`config.mk`:
```
export PLATFORM = sky130hd
export DESIGN_NAME = gf180mcu_fd_sc_mcu7t5v0__pwrsw_seq
export DESIGN_NICKNAME = d
export VERILOG_FILES = /design/src/rtl/gf180mcu_fd_sc_mcu7t5v0__pwrsw_seq.sv
export SDC_FILE = /design/constraint.sdc
export NUM_CORES = 1
export LEC_CHECK = 0
export ABC_AREA = 1
export CAP_MARGIN = 20
export CELL_PAD_IN_SITES_DETAIL_PLACEMENT = 1
export CELL_PAD_IN_SITES_GLOBAL_PLACEMENT = 1
export CORE_MARGIN = 8
export CORE_UTILIZATION = 37
export DETAILED_ROUTE_END_ITERATION = 8
export PLACE_DENSITY = 0.84
export SLEW_MARGIN = 5
export SYNTH_ARGS = -nofsm -noshare
export SYNTH_HDL_FRONTEND = slang
export SYNTH_SLANG_ARGS = --single-unit
```
`constraint.sdc`:
```
create_clock -name CLK -period 1.6 [get_ports CLK]
set_input_delay 0.16 -clock CLK [delete_from_list [all_inputs] [get_ports CLK]]
set_output_delay 0.16 -clock CLK [all_outputs]
set_load 0.005 [all_outputs]
```
`src/rtl/gf180mcu_fd_sc_mcu7t5v0__pwrsw_seq.sv`:
```
// Power-switch enable sequencer: staggered thermometer ramp of NSEG header segments, ACK handshake,
// sticky fault. Define GF180MCU_FD_SC_MCU7T5V0_PWRSW_ISO_EN to add the ISO isolation-clamp output.
module gf180mcu_fd_sc_mcu7t5v0__pwrsw_seq #(
    parameter int NSEG     = 8,
    parameter int STEP_CYC = 4,
    parameter int ACK_TO   = 16
) (
    input  logic            CLK,
    input  logic            RN,
    input  logic            REQ,
    input  logic            ACK_IN,
    output logic [NSEG-1:0] EN,
    output logic            PWR_GOOD,
    output logic            BUSY,
`ifdef GF180MCU_FD_SC_MCU7T5V0_PWRSW_ISO_EN
    output logic            ISO,
`endif
    output logic            ERR
);

    localparam int SW = $clog2(STEP_CYC + 1);
    localparam int TW = $clog2(ACK_TO + 1);
    localparam logic [SW-1:0] STEP_LAST = SW'(STEP_CYC - 1);
    localparam logic [TW-1:0] TO_LAST   = TW'(ACK_TO - 1);
    localparam logic [TW-1:0] TO_MAX    = TW'(ACK_TO);

    typedef enum logic [2:0] {
        S_OFF, S_RAMP_UP, S_WAIT_ACK, S_ON, S_RAMP_DN, S_FAULT
    } state_t;

    state_t          state, state_nxt;
    logic [NSEG-1:0] en_nxt, en_up, en_dn;
    logic            pg_nxt, busy_nxt, err_nxt;
    logic [SW-1:0]   step_cnt, step_nxt, step_inc;
    logic [TW-1:0]   to_cnt, to_nxt, to_inc;
    logic            ack_m, ack_s;
    logic            step_due, dn_entry, fault;

    // ACK_IN comes from the far end of the switch chain with no clock relationship.
    // NOTE: sequential state uses non-blocking assignments so every flop samples pre-edge values.
    always_ff @(posedge CLK or negedge RN) begin
        if (!RN) begin
            ack_m <= 1'b0;
            ack_s <= 1'b0;
        end else begin
            ack_m <= ACK_IN;
            ack_s <= ack_m;
        end
    end

    assign en_up    = {EN[NSEG-2:0], 1'b1};
    assign en_dn    = {1'b0, EN[NSEG-1:1]};
    assign step_due = (step_cnt == STEP_LAST);
    assign step_inc = step_due ? step_cnt : step_cnt + 1'b1;
    assign to_inc   = (to_cnt == TO_MAX) ? to_cnt : to_cnt + 1'b1;

    always_comb begin
        // NOTE: every output of this block gets a default first so no path can infer a latch.
        state_nxt = state;
        en_nxt    = EN;
        pg_nxt    = PWR_GOOD;
        busy_nxt  = BUSY;
        err_nxt   = ERR;
        step_nxt  = step_cnt;
        to_nxt    = to_cnt;
        dn_entry  = 1'b0;
        fault     = 1'b0;

        case (state)
            S_OFF: begin
                if (REQ) begin
                    state_nxt = S_RAMP_UP;
                    en_nxt    = NSEG'(1);
                    busy_nxt  = 1'b1;
                    err_nxt   = 1'b0;
                    step_nxt  = '0;
                end
            end
            S_RAMP_UP: begin
                if (!REQ) begin
                    dn_entry = 1'b1;
                end else if (step_due) begin
                    en_nxt   = en_up;
                    step_nxt = '0;
                    if (&en_up) begin
                        state_nxt = S_WAIT_ACK;
                        to_nxt    = '0;
                    end
                end else begin
                    step_nxt = step_inc;
                end
            end
            S_WAIT_ACK: begin
                if (!REQ) begin
                    dn_entry = 1'b1;
                end else if (ack_s) begin
                    state_nxt = S_ON;
                    pg_nxt    = 1'b1;
                    busy_nxt  = 1'b0;
                end else if (to_cnt == TO_LAST) begin
                    fault = 1'b1;
                end else begin
                    to_nxt = to_inc;
                end
            end
            S_ON: begin
                if (!REQ) begin
                    state_nxt = S_RAMP_DN;
                    pg_nxt    = 1'b0;
                    busy_nxt  = 1'b1;
`ifdef GF180MCU_FD_SC_MCU7T5V0_PWRSW_ISO_EN
                    // Hold EN for one edge so the clamp closes before the rail starts to sag.
                    step_nxt  = STEP_LAST;
`else
                    en_nxt    = en_dn;
                    step_nxt  = '0;
`endif
                end else if (!ack_s) begin
                    fault = 1'b1;
                end
            end
            S_RAMP_DN: begin
                if (REQ) begin
                    state_nxt = S_RAMP_UP;
                    step_nxt  = '0;
                end else if (step_due) begin
                    en_nxt   = en_dn;
                    step_nxt = '0;
                    if (en_dn == '0) begin
                        state_nxt = S_OFF;
                        busy_nxt  = 1'b0;
                    end
                end else begin
                    step_nxt = step_inc;
                end
            end
            S_FAULT: begin
                if (!REQ) state_nxt = S_OFF;
            end
            default: begin
                state_nxt = S_OFF;
                en_nxt    = '0;
                pg_nxt    = 1'b0;
                busy_nxt  = 1'b0;
            end
        endcase

        // Reversing out of a rising ramp clears the top segment on the same edge.
        if (dn_entry) begin
            en_nxt    = en_dn;
            step_nxt  = '0;
            state_nxt = (en_dn == '0) ? S_OFF : S_RAMP_DN;
            busy_nxt  = (en_dn != '0);
        end
        if (fault) begin
            state_nxt = S_FAULT;
            en_nxt    = '0;
            pg_nxt    = 1'b0;
            busy_nxt  = 1'b0;
            err_nxt   = 1'b1;
        end
    end

    always_ff @(posedge CLK or negedge RN) begin
        if (!RN) begin
            state    <= S_OFF;
            EN       <= '0;
            PWR_GOOD <= 1'b0;
            BUSY     <= 1'b0;
            ERR      <= 1'b0;
            step_cnt <= '0;
            to_cnt   <= '0;
        end else begin
            state    <= state_nxt;
            EN       <= en_nxt;
            PWR_GOOD <= pg_nxt;
            BUSY     <= busy_nxt;
            ERR      <= err_nxt;
            step_cnt <= step_nxt;
            to_cnt   <= to_nxt;
        end
    end

`ifdef GF180MCU_FD_SC_MCU7T5V0_PWRSW_ISO_EN
    // Released only after a full cycle in ON; reasserted on the edge that leaves ON.
    always_ff @(posedge CLK or negedge RN) begin
        if (!RN) ISO <= 1'b1;
        else     ISO <= !((state == S_ON) && (state_nxt == S_ON));
    end
`endif

endmodule

```
==> key figures <==
Drt
  – WL/cell: 16.5 um
  – Pre-antenna DRT Iters: 4
  – Via/cell ratio: between 5 and 6
  – DRT iter0 DRCs: 101
  – Drt total wl: 6060 um
  – Vias: 1923
  – # DRC: 0
  – Routed Antenna Nets: 0

Cells and area
  – Fillers: 600
  – Most frequent cells in the layout: nand2_1, buf_4, nor2_1
  – Layout cell share with drive strength beyond 1: 0.310
  – Antenna diode count: 0
  – Layout net count: 322
  – Multi-input gate area: 1070 um2
  – Commonest non-fill, non-tap cell in the layout: nand2_1
  – Final Util: 0.531
  – Area growth syn-to-layout: 40.9%
  – Finished layout cell area: 2460 um2
  – Register area: around 600 um2

Floorplanning
  – Cell row count: 25
  – Die X: 84.6 um
  – Starting Density: 0.376
  – Core ar.: between 4000 and 5000 um2
  – I/O Pins: 15
  – Die area: 7160 um2
  – Die height: 84.6 um

Timing
  – Final setup margin: -0.186 ns
  – Final setup fails: 18
  – Final hold violation count: 0
  – RSZ-0062 raised after global routing: true
  – Final Slew Violations: 0
  – Clock Skew: 0.00664 ns
  – Period minus WS final: around 1.8 ns
  – Worst slew margin: 0.784
  – Worst Tran Pin Value: 0.324 ns
  – FMAX: between 0.5 and 0.6 GHz
  – Part of the cycle the worst path needs: 1.12

Yosys
  – Synth Net Count: 264
  – Synth Register Bits: 24
  – Synth Cell Area: 1740 um2
  – Post-Syn Area per Cell: 6.81 um2
  – Sequential fraction of the synthesis area: 0.345
  – Synth Instances: 256
  – Synth unique cells: 24
  – Synth Warn #: 0

Placed design
  – Hpwl dp: 4380 um
  – Cell Area, Placed: ~2300 um2
  – GPL Wtd Cong: 0.887
  – I/O Buffers: 14

Critical path
  – Arr. time, crit path: 2.00 ns
  – Critical Path Fanout Max: 12
  – Worst path cell trace: ha_2 > inv_2 > nor3_2 > ha_2 > nand3_2 > nand2_2 > nand2_4 > nand2_4 > nor2_4 > nor2_4 > buf_12 > nand2_2 > o21ai_2
  – Worst path buffer plus inverter count: 2
  – Largest stage delay on the critical path: 0.38 ns
  – Crit. End Element: flip-flop
  – CP max stage cell: dfrtp_1
  – Crit path max-delay family: simple AND/OR/NAND/NOR gates
  – Crit path launch type: flip-flop
  – Kind of critical path: reg -> reg
  – Req. time, crit path: 1.81 ns

Global route
  – Number of global-route vias before repair: 2053
  – Initial antenna violation count: 0
  – Largest net degree at the start of global routing: 25
  – Gr ovfl total: 0
  – First-pass GRT wire length: 10100 um
  – Tot GR Track Use: 0.177

Power and ir drop
  – Leakage: 0.00122 uW
  – VDD IR max: 0.000583 V
  – PwrDens: 1870 nW/um2

Clock tree
  – Worst-path clk slew: 0.10 ns
  – CTS tree: built
  – CTS buffer count: 3
  – CTS Root Cell: clkbuf_8
  – Worst skew pair latency: 0.28 ns
  – H-tree levels: 1
  – Clk buf depth: 2
  – Clk sink count: 24

Run status
  – Status: complete, but fails checks
  – Violated checks: negative setup slack

Job
  – Max-cap violations: 0

Worst hold path
  – Hold Crit Class: in -> async
layout make-up:
cell class | instances | area share
clock buffer | 3 | 0.0168
clock inverter | 1 | 0.0122
tap | 54 | 0.0275
timing repair buffer | 58 | 0.211
inverter | 33 | 0.0504
sequential | 24 | 0.246
multi-input combinational | 194 | 0.436
registers in the layout (all words and copies together), names as in the netlist:
name and count:
PWR_GOOD 1, step_cnt 3, ERR 1, BUSY 1
ack_m 1, EN 8, ack_s 1, to_cnt 5
state 3
through the flow:
stage | setup TNS [ns] | instances | hold WS, ns | setup WS [ns] | total power (uW)
floorplan | -0.274 | 256 | -0.136 | -0.0391 | 2580
global placement | -1.36 | 360 | 0.336 | -0.166 | 3660
detailed placement | -2.45 | 360 | 0.345 | -0.213 | 3780
CTS | -2.00 | 367 | 0.262 | -0.157 | 4510
global route | -4.36 | 367 | 0.270 | -0.282 | 4940
finish | -2.21 | 367 | 0.237 | -0.186 | 4590
worst reg2reg max path, cell delays in order (launching register included):
cell     delay (ns)
dfrtp_1        0.38
ha_2           0.19
inv_2          0.04
nor3_2         0.10
ha_2           0.20
nand3_2        0.08
nand2_2        0.11
nand2_4        0.10
nand2_4        0.10
nor2_4         0.05
nor2_4         0.09
buf_12         0.15
nand2_2        0.07
o21ai_2        0.06
worst paths after layout:
check / start / end / slack, ns / depth (start not counted)
max: to_cnt[0] / EN[3] / -0.19 / 13
min in group CLK: ACK_IN / ack_m / 0.31 / 1
min reg2reg: ack_m / ack_s / 0.37 / 0
max in group asynchronous: RN / state[0] / 1.09 / 2
max reg2reg: to_cnt[0] / EN[3] / -0.19 / 13
min: RN / EN[3] / 0.24 / 2
layer usage:
layer / GRT usage / vias up / share of wire
met4: 0.0696 / 0 / 0.023
li1: - / 934 / -
met3: 0.0244 / 12 / 0.025
met1: 0.201 / 949 / 0.43
met5: 0 / - / 0
met2: 0.323 / 28 / 0.52
cell usage after synthesis, drive strengths merged:
| master | count | area (um2) |
|---|---|---|
| nand2 | 78 | 315 |
| nor2 | 37 | 184 |
| inv | 33 | 124 |
| o21ai | 33 | 184 |
| nand3 | 25 | 143 |
| dfrtp | 24 | 601 |
| a21oi | 7 | 35.0 |
| buf | 6 | 50.0 |
| nand4 | 6 | 37.5 |
| ha | 4 | 50.1 |
| and2 | 1 | 6.26 |
| nor3 | 1 | 5.00 |
| xor2 | 1 | 8.76 |
timing repair:
action | CTS | global route
setup buffers | 2 | 0
setup endpoints to repair | 18 | 21
hold buffers | 0 | 0
gates cloned | 1 | 0
pin swaps | 6 | 9
resized for setup | 16 | 15
power by group:
part           switching, uW  internal [uW]
Combinational           1760           1340
Sequential               169            760
Clock                    229            335
cells by family (layout without fill, tap and decap cells):
| family | count (synthesis) | count (layout) | share of synthesized area |
|---|---|---|---|
| compound gates | 40 | 40 | 0.126 |
| xor+xnor | 1 | 1 | 0.00503 |
| fa+ha+maj | 4 | 4 | 0.0287 |
| buf+inv | 39 | 95 | 0.0998 |
| flops | 24 | 24 | 0.345 |
| simple gates | 148 | 149 | 0.396 |
No activity file was read; power rests on OpenSTA's default activity.
